$ cat config.mk
export PLATFORM = sky130hd
export DESIGN_NAME = rs_flag_bank
export DESIGN_NICKNAME = d
export VERILOG_FILES = /design/src/rtl/rs_flag_bank.sv
export SDC_FILE = /design/constraint.sdc
export NUM_CORES = 1
export LEC_CHECK = 0
export CAP_MARGIN = 20
export CORE_ASPECT_RATIO = 1.5
export CORE_UTILIZATION = 33
export DETAILED_ROUTE_END_ITERATION = 12
export MAX_ROUTING_LAYER = met4
export PLACE_DENSITY = 0.72
export SLEW_MARGIN = 0
export SYNTH_ARGS = -nofsm -noshare
export SYNTH_HDL_FRONTEND = slang
export SYNTH_SLANG_ARGS = --single-unit
$ cat constraint.sdc
create_clock -name i_clk -period 3.2 [get_ports i_clk]
set_clock_uncertainty 0.2 [all_clocks]
set_input_delay 0.48 -clock i_clk [delete_from_list [all_inputs] [get_ports i_clk]]
set_output_delay 0.48 -clock i_clk [all_outputs]
set_load 0.02 [all_outputs]
$ cat src/rtl/rs_flag_bank.sv
// Bank of WIDTH clocked set/reset flags with synchronised hardware requests,
// software set/clear, change pulses and any/all status.
// Optional per-channel rise counters: define RS_FLAG_BANK_CNT_EN.
module rs_flag_bank #(
  parameter int unsigned      WIDTH        = 4,
  parameter int unsigned      SYNC_STAGES  = 2,
  parameter int unsigned      SET_PRIORITY = 0,
  parameter int unsigned      EDGE_MODE    = 0,
  parameter logic [WIDTH-1:0] RESET_VAL    = '0
) (
  input  logic               i_clk,
  input  logic               i_rst,
  input  logic [WIDTH-1:0]   i_hw_set,
  input  logic [WIDTH-1:0]   i_hw_reset,
  input  logic [WIDTH-1:0]   i_sw_set,
  input  logic [WIDTH-1:0]   i_sw_clr,
  input  logic               i_cnt_clr,
  output logic [WIDTH-1:0]   o_q,
  output logic [WIDTH-1:0]   o_qn,
  output logic [WIDTH-1:0]   o_rise,
  output logic [WIDTH-1:0]   o_fall,
  output logic               o_any,
  output logic               o_all,
  output logic [WIDTH*8-1:0] o_cnt
);

  localparam int unsigned CNT_W = 8;

  logic [WIDTH-1:0] w_hs_sync;
  logic [WIDTH-1:0] w_hr_sync;
  logic [WIDTH-1:0] w_hs_eff;
  logic [WIDTH-1:0] w_hr_eff;
  logic [WIDTH-1:0] w_s;
  logic [WIDTH-1:0] w_r;
  logic [WIDTH-1:0] w_q_next;
  logic [WIDTH-1:0] w_rise_next;
  logic [WIDTH-1:0] w_fall_next;

  logic [WIDTH-1:0] r_q;
  logic [WIDTH-1:0] r_qn;
  logic [WIDTH-1:0] r_rise;
  logic [WIDTH-1:0] r_fall;

  // Synchroniser chain on the asynchronous hardware requests
  generate
    if (SYNC_STAGES == 0) begin : g_nosync
      assign w_hs_sync = i_hw_set;
      assign w_hr_sync = i_hw_reset;
    end else begin : g_sync
      logic [WIDTH-1:0] r_hs_pipe [SYNC_STAGES];
      logic [WIDTH-1:0] r_hr_pipe [SYNC_STAGES];

      always_ff @(posedge i_clk) begin
        if (i_rst) begin
          for (int unsigned k = 0; k < SYNC_STAGES; k++) begin
            r_hs_pipe[k] <= '0;
            r_hr_pipe[k] <= '0;
          end
        end else begin
          r_hs_pipe[0] <= i_hw_set;
          r_hr_pipe[0] <= i_hw_reset;
          for (int unsigned k = 1; k < SYNC_STAGES; k++) begin
            r_hs_pipe[k] <= r_hs_pipe[k-1];
            r_hr_pipe[k] <= r_hr_pipe[k-1];
          end
        end
      end

      assign w_hs_sync = r_hs_pipe[SYNC_STAGES-1];
      assign w_hr_sync = r_hr_pipe[SYNC_STAGES-1];
    end
  endgenerate

  // Level or rising-edge interpretation of the synchronised requests
  generate
    if (EDGE_MODE == 0) begin : g_level
      assign w_hs_eff = w_hs_sync;
      assign w_hr_eff = w_hr_sync;
    end else begin : g_edge
      localparam int unsigned FILL_W = (SYNC_STAGES < 1) ? 1 : $clog2(SYNC_STAGES + 1);

      logic [FILL_W-1:0] r_fill;
      logic [WIDTH-1:0]  r_hs_prev;
      logic [WIDTH-1:0]  r_hr_prev;

      // History stays all-ones while the synchroniser refills after reset, so
      // a level already present at release never looks like a fresh edge.
      always_ff @(posedge i_clk) begin
        if (i_rst) begin
          r_fill    <= FILL_W'(SYNC_STAGES);
          r_hs_prev <= '1;
          r_hr_prev <= '1;
        end else if (r_fill != '0) begin
          r_fill    <= r_fill - FILL_W'(1);
          r_hs_prev <= '1;
          r_hr_prev <= '1;
        end else begin
          r_hs_prev <= w_hs_sync;
          r_hr_prev <= w_hr_sync;
        end
      end

      assign w_hs_eff = w_hs_sync & ~r_hs_prev;
      assign w_hr_eff = w_hr_sync & ~r_hr_prev;
    end
  endgenerate

  // Per-bit next state with configurable conflict resolution
  always_comb begin
    w_s = w_hs_eff | i_sw_set;
    w_r = w_hr_eff | i_sw_clr;
    if (SET_PRIORITY != 0) begin
      w_q_next = w_s | (~w_r & r_q);
    end else begin
      w_q_next = ~w_r & (w_s | r_q);
    end
    w_rise_next = ~r_q & w_q_next;
    w_fall_next = r_q & ~w_q_next;
  end

  always_ff @(posedge i_clk) begin
    if (i_rst) begin
      r_q    <= RESET_VAL;
      r_qn   <= ~RESET_VAL;
      r_rise <= '0;
      r_fall <= '0;
    end else begin
      r_q    <= w_q_next;
      r_qn   <= ~w_q_next;
      r_rise <= w_rise_next;
      r_fall <= w_fall_next;
    end
  end

  assign o_q    = r_q;
  assign o_qn   = r_qn;
  assign o_rise = r_rise;
  assign o_fall = r_fall;
  assign o_any  = |r_q;
  assign o_all  = &r_q;

`ifdef RS_FLAG_BANK_CNT_EN
  logic [CNT_W-1:0] r_cnt [WIDTH];

  // Saturating rise counters; clear beats a coincident increment
  always_ff @(posedge i_clk) begin
    if (i_rst || i_cnt_clr) begin
      for (int unsigned i = 0; i < WIDTH; i++) begin
        r_cnt[i] <= '0;
      end
    end else begin
      for (int unsigned i = 0; i < WIDTH; i++) begin
        if (w_rise_next[i] && (r_cnt[i] != {CNT_W{1'b1}})) begin
          r_cnt[i] <= r_cnt[i] + CNT_W'(1);
        end
      end
    end
  end

  genvar gi;
  generate
    for (gi = 0; gi < WIDTH; gi++) begin : g_cnt_out
      assign o_cnt[gi*CNT_W +: CNT_W] = r_cnt[gi];
    end
  endgenerate
`else
  logic w_unused_cnt_clr;
  assign w_unused_cnt_clr = i_cnt_clr;
  assign o_cnt            = {(WIDTH*CNT_W){1'b0}};
`endif

endmodule

Yosys cells after proc, flatten, opt, wreduce, memory -nomap -nowiden --
Memories as Yosys holds them, arrays and structs flattened. Index checks and enable logic that the tools add are counted.
Operators by class: muxes and demuxes 7, bitwise gates (word level) 13, reductions and logical operators 2
Operator list (number):
- two-way mux 4 bit | 4
- AND 4 bit | 3
- NOT 4 bit | 3
- OR 4 bit | 3
- OR 1 bit | 4
- AND reduction 4 bit | 1
- OR reduction 4 bit | 1
- two-way mux 1 bit | 3
Word-level totals: bits in registers 16, bits in writable memories 16, output and inout bits 50, word-level logic and storage cells 28, memories kept 2
Memories:
- g_sync.r_hr_pipe | depth 2, bits a word 4, read ports 2, clocked after memory_dff 0, wr ports 2, line 51 | logic [WIDTH-1:0] r_hr_pipe [SYNC_STAGES];
- g_sync.r_hs_pipe | depth 2, bits a word 4, read ports 2, clocked after memory_dff 0, wr ports 2, line 50 | logic [WIDTH-1:0] r_hs_pipe [SYNC_STAGES];

Logic depth before layout (Yosys ltp) --
Gate-level depths: netlist of run 1. An unclocked memory read counts as a cell.
depth in word-level cells 6, depth in mapped cells 2, gate-level depth less buffers 2

Worst setup path after synthesis of run 1 --
OpenSTA, ideal clock, no wires.
path kind register to output, from reg r_q[1] (netlist: o_q[1]), to out o_any, data arrival time 1047 ps, required time 2520 ps, path slack 1473 ps, cell stages (with the launch flop) 2, path through dfxtp_1 or4_1
Between the ends: word-level cells in the longest chain between the ends 1
Ends and longest elaborated chain:
- start: declaration | line 39 | logic [WIDTH-1:0] r_q;
- start signal: assignment | line 128 | r_q <= w_q_next;
- OR reduction 4 bit | line 139 | assign o_any = |r_q;
- end: declaration | line 22 | output logic o_any,
No other way between the ends.

Final worst setup path of run 1 --
Same ends and word-level chain as after synthesis.

==> flow_metrics.tcl, run 1 <==
set metrics [dict create \
    cts_tree "done" \
    cts_hold_buf 0 \
    post-cts-setup-buffers 0 \
    h-tree-depth 2 \
    syn_inst 113 \
    grt_overflow_total 0 \
    fin_nets 172 \
    start_util_pct 35.2 \
    avgViaCountPerCell 4.01 \
    power_switching_share_pct 24.1 \
    drc 0 \
    diodes 0 \
    r2r_cells 1 \
    path_class "reg2out" \
    path_clk_slew_ns 0.06 \
    maxCapViolations 0 \
    cp-start-kind "flip-flop" \
    setup-tns-final_ns 0 \
    mostFrequentLayoutCell "clkdlybuf4s50_1" \
    die_x_um 51.5 \
    tightest_slew_ns 0.505 \
    hold_viol 0 \
    vias 782 \
    drt-initial-drc-count 11 \
    placedCellCount 188 \
    cts-resized-gates 0 \
    antenna_found_initial 0 \
    clkPwrFrac_pct 37.2 \
    routabilityCongestion 0.632 \
    grt_first_pass_wirelength_um 2870 \
    hpwl_um 1460 \
    routedWlPerCell_um 9.71 \
    rows 26 \
    yosysSeqAreaShare_pct 52.8 \
    whs_path_depth 1 \
    portBuffers 35 \
    grt_pass1_vias 678 \
    track_usage_pct 10.6 \
    layout_common_cells "35 x clkdlybuf4s50_1, 32 x conb_1, 32 x dfxtp_1, 16 x nor2b_1, 8 x nor2_1" \
    max-slew-margin-rel_pct 66.3 \
    p_leak_nw 0.654 \
    intPower_mw 0.657 \
    critPathMaxFanout 7 \
    switching_power_mw 0.208 \
    cts.sinks 32 \
    timing.fmax_ghz 0.414 \
    nFillCells 356 \
    root_buffer "clkbuf_8" \
    die_height_um 76.3 \
    period_share_pct 75.5 \
    first_pass_iters 4 \
    slew_viol_final 0 \
    cts_buffers 5 \
    avgSynthCellArea_um2 10.7 \
    synth.distinct_cells 14 \
    ios 69 \
    ir_worst_vdd_mv 0.250 \
    antenna_left 0 \
    die_area_um2 3930 \
    drive_gt1_share_pct 9.80 \
    synth_area_um2 1210 \
    period_needed_ns 2.41 \
    crit_arrival_ns 1.73 \
    clock_path_buffers 2 \
    drt_wl_total_um 1890 \
    grt_max_degree 14 \
    seq_power_share_pct 49.3 \
    crit_required_ns 2.52 \
    yosys_warnings 0 \
    p_per_area_nw_per_um2 546 \
    areaGrowthSynthToFinish_pct 30.7 \
    fin_cells 195 \
    cp-end-kind "output port" \
    yosys_register_bits 32 \
    worstHoldPathType "reg2reg" \
    setup_violations 0 \
    core_area_um2 3450 \
    outcome "finished clean" \
    comb_power_share_pct 13.5 \
    clock_latency_ns 0.27 \
    rsz0062_at_grt "no" \
]
[sequential cells by signal, indices dropped and copies added (netlist names)]
name              cells
o_fall                4
g_sync.r_hr_pipe      8
o_q                   4
o_qn                  4
g_sync.r_hs_pipe      8
o_rise                4
[cell usage after synthesis, drive strengths merged]
cell type  count  area [um^2]
buf           34          250
dfxtp         32          641
nor2b         16          100
nor2           8         30.0
nor3b          8         65.1
nor3           4         40.0
o31a           4         36.3
o31ai          4         30.0
and4           1         10.0
conb           1         3.75
or4            1         7.51
[metrics by stage]
step	instance area (um^2)	power [mW]	setup slack, ns	hold slack [ns]	util, %
2_1_floorplan	1330	0.532	1.47	0.214	-
3_3_place_gp	1490	0.549	1.10	0.223	43.2
3_5_place_dp	1490	0.553	1.05	0.226	43.2
4_1_cts	1590	0.878	0.765	0.240	46.0
5_1_grt	1590	0.906	0.713	0.247	46.0
6_report	1590	0.866	0.786	0.236	46.0
[final timing paths]
check | from | endpoint | slack (ns)
worst max-delay path | o_q[1] | o_any | 0.79
worst min-delay path | g_sync.r_hr_pipe[0][2] | g_sync.r_hr_pipe[0][6] | 0.24
worst max register to register | o_q[1] | o_q[1] | 2.19
worst min register to register | g_sync.r_hr_pipe[0][2] | g_sync.r_hr_pipe[0][6] | 0.24
[worst max-delay path, cell delays in order, from the launching register on]
cell and delay, ns:
dfxtp_1 0.36, or4_1 0.55, clkdlybuf4s50_1 0.56
[final cells by class]
cell class              instances  area (um^2)  share of cell area [%]
clock buffers                   7         96.3                    6.07
flip-flops and latches         32          641                    40.4
well taps                      42         52.6                    3.31
multi-input cells              78          439                    27.7
repair buffers                 36          358                    22.6
[per-layer routing]
metal / up-vias / track usage [%] / part of all wire, %
li1: 383 / - / -
met1: 347 / 8.72 / 34
met2: 46 / 17.5 / 53
met3: 6 / 5.99 / 9.8
met4: 0 / 6.49 / 2.5
met5: - / - / 0
[cells by family (layout without fill, tap and decap cells)]
family | after synthesis | count (layout) | share of synthesized area, %
compound gates | 8 | 8 | 5.46
buf+inv | 34 | 43 | 20.6
flops | 32 | 32 | 52.8
other cells | 1 | 32 | 0.309
simple gates | 38 | 38 | 20.8
[power groups by stage]
stage	clock network, mW	registers, mW	logic [mW]
2_1_floorplan	0	0.444	0.0880
3_3_place_gp	0	0.434	0.115
3_5_place_dp	0	0.436	0.117
4_1_cts	0.334	0.427	0.118
5_1_grt	0.351	0.428	0.126
6_report	0.322	0.427	0.117
Note: power is estimated with default switching activity, not from simulation.
==> inputs of run 2 (changes only) <==
--- a/config.mk
+++ b/config.mk
@@ -10,7 +10,7 @@
 export CORE_UTILIZATION = 33
 export DETAILED_ROUTE_END_ITERATION = 12
 export MAX_ROUTING_LAYER = met4
-export PLACE_DENSITY = 0.72
+export PLACE_DENSITY = 0.75
 export SLEW_MARGIN = 0
 export SYNTH_ARGS = -nofsm -noshare
 export SYNTH_HDL_FRONTEND = slang
==> constraint.sdc (replaced) <==
create_clock -name i_clk -period 2.2 [get_ports i_clk]
set_clock_uncertainty 0.2 [all_clocks]
set_input_delay 0.33 -clock i_clk [delete_from_list [all_inputs] [get_ports i_clk]]
set_output_delay 0.33 -clock i_clk [all_outputs]
set_load 0.02 [all_outputs]
==> run 2 against run 1 <==
  * Total power up 44%
  * Critical path depth unchanged
  * Final cell count up 1.0%
  * Die area unchanged
  * Clock power up 40%
  * Global-route usage up 0.84 points
  * First-iteration DRC count up 18%
  * Sequential power up 45%
  * Wire length up 7.5%
  * Critical path type unchanged
==> flow_metrics.tcl, run 2 (synthesized netlist as in run 1, its figures left out) <==
set metrics [dict create \
    antenna_left 0 \
    drive_gt1_share_pct 11.0 \
    period_share_pct 96.2 \
    crit_arrival_ns 1.59 \
    tightest_slew_ns 0.501 \
    largestRegisters "g_sync.r_hr_pipe x8, g_sync.r_hs_pipe x8" \
    dpl_cell_area_um2 1500 \
    vias 831 \
    first_pass_iters 5 \
    cp-start-kind "flip-flop" \
    core_area_um2 3450 \
    grt_pass1_vias 742 \
    p_per_area_nw_per_um2 783 \
    grt_max_degree 12 \
    crit_buf_inv 1 \
    intPower_mw 0.926 \
    routedWlPerCell_um 10.3 \
    r2r_cells 2 \
    slowest_stage "clkdlybuf4s50_1" \
    drt_wl_total_um 2040 \
    die_x_um 51.5 \
    drc 0 \
    start_util_pct 35.2 \
    p_leak_nw 0.661 \
    seq_power_share_pct 49.9 \
    hp-start "g_sync.r_hr_pipe[0][1]" \
    setup_violations 0 \
    diodes 0 \
    final_util_pct 46.1 \
    clock_latency_ns 0.28 \
    hold_viol 0 \
    rows 26 \
    r2r_start "g_sync.r_hr_pipe[0][4]" \
    switching_power_mw 0.318 \
    ff2ff_setup_slack_ns 1.13 \
    antenna_found_initial 0 \
    die_height_um 76.3 \
    layout_common_cells "34 x clkdlybuf4s50_1, 32 x conb_1, 32 x dfxtp_1, 16 x nor2b_1, 8 x nor2_1" \
    grt_overflow_total 0 \
    crit_chain "and4_2 > clkdlybuf4s50_1" \
    cts.sinks 32 \
    portBuffers 35 \
    min_to "g_sync.r_hr_pipe[0][5]" \
    hpwl_um 1570 \
    mostFrequentLayoutCell "clkdlybuf4s50_1" \
    setup-tns-final_ns 0 \
    comb_power_share_pct 13.8 \
    die_area_um2 3930 \
    ir_worst_vdd_mv 0.381 \
    slowest_delay_ns 0.59 \
    grt_first_pass_wirelength_um 3060 \
    cts_hold_buf 0 \
    h-tree-depth 2 \
    power_switching_share_pct 25.5 \
    avgViaCountPerCell 4.22 \
    routabilityCongestion 0.673 \
    post-cts-setup-buffers 0 \
    track_usage_pct 11.4 \
    worstHoldPathType "reg2reg" \
    slew_viol_final 0 \
    stdcell_area_um2 1590 \
    rsz0062_at_grt "no" \
    whs_path_depth 1 \
    ios 69 \
    outcome "finished clean" \
    period_needed_ns 2.12 \
    root_buffer "clkbuf_8" \
    cts_buffers 5 \
    path_class "reg2out" \
    timing.rr.end "o_rise[0]" \
    cts_tree "done" \
    crit_required_ns 1.67 \
    drt-initial-drc-count 13 \
    cpLargestDelayFamily "buffers and inverters" \
    fin_nets 173 \
    areaGrowthSynthToFinish_pct 30.9 \
    clkPwrFrac_pct 36.3 \
    clock_path_buffers 2 \
    timing.fmax_ghz 0.473 \
    nFillCells 337 \
    max-slew-margin-rel_pct 66.5 \
    maxCapViolations 0 \
    path_clk_slew_ns 0.06 \
    critPathMaxFanout 7 \
    cp-end-kind "output port" \
]
## run 2: changes by cell type in the layout (fill, tap and decap cells not counted), sizes merged
cell | before | now
buf | 1 | 2
clkdlybuf4s50 | 35 | 34
dlygate4sd2 | 0 | 1
clkinv | 0 | 2
clkbuf | 7 | 6
## run 2: final cells by class
type / count / area [um^2] / share of cell area, %
Sequential cell: 32 / 641 / 40.3
Multi-Input combinational cell: 78 / 439 / 27.6
Timing Repair Buffer: 37 / 364 / 22.9
Clock buffer: 6 / 82.6 / 5.20
Tap cell: 42 / 52.6 / 3.31
Clock inverter: 2 / 10.0 / 0.630
## run 2: per-stage QoR
stage                     cells  power [mW]  hold WS (ns)  setup slack, ns
after CTS                   197        1.26         0.238           0.0821
after global routing        197        1.30         0.253           0.0280
after global placement      189       0.799         0.217            0.273
final                       197        1.24         0.229           0.0842
after floorplan             144       0.774         0.214            0.623
after detailed placement    189       0.807         0.227            0.190
## run 2: how the worst max path moves through the flow
stage / depth (start not counted) / end / startpoint / slack (ns)
after floorplan: 1 / o_any / o_q[1] / 0.62
after global placement: 2 / o_any / o_q[1] / 0.27
after detailed placement: 2 / o_any / o_q[0] / 0.19
after CTS: 2 / o_all / o_q[0] / 0.08
after global routing: 2 / o_all / o_q[1] / 0.03
final: 2 / o_all / o_q[2] / 0.08
## run 2: repair_timing
item                       in CTS  in global routing
hold endpoints to repair        0                  0
setup endpoints to repair       1                  0
gates resized for setup         1                  0
## run 2: per-layer routing
metal	wire, um	track usage, %	up-vias
met3	250	5.59	10
li1	-	-	385
met5	0	-	-
met4	68	8.92	0
met1	671	8.17	376
met2	1050	19.9	60
## run 2: power groups by stage
stage	Combinational [mW]	Clock [mW]	Sequential [mW]
after floorplan	0.128	0	0.646
after global routing	0.183	0.490	0.624
after detailed placement	0.173	0	0.634
after global placement	0.168	0	0.631
after CTS	0.172	0.466	0.621
final	0.171	0.452	0.621
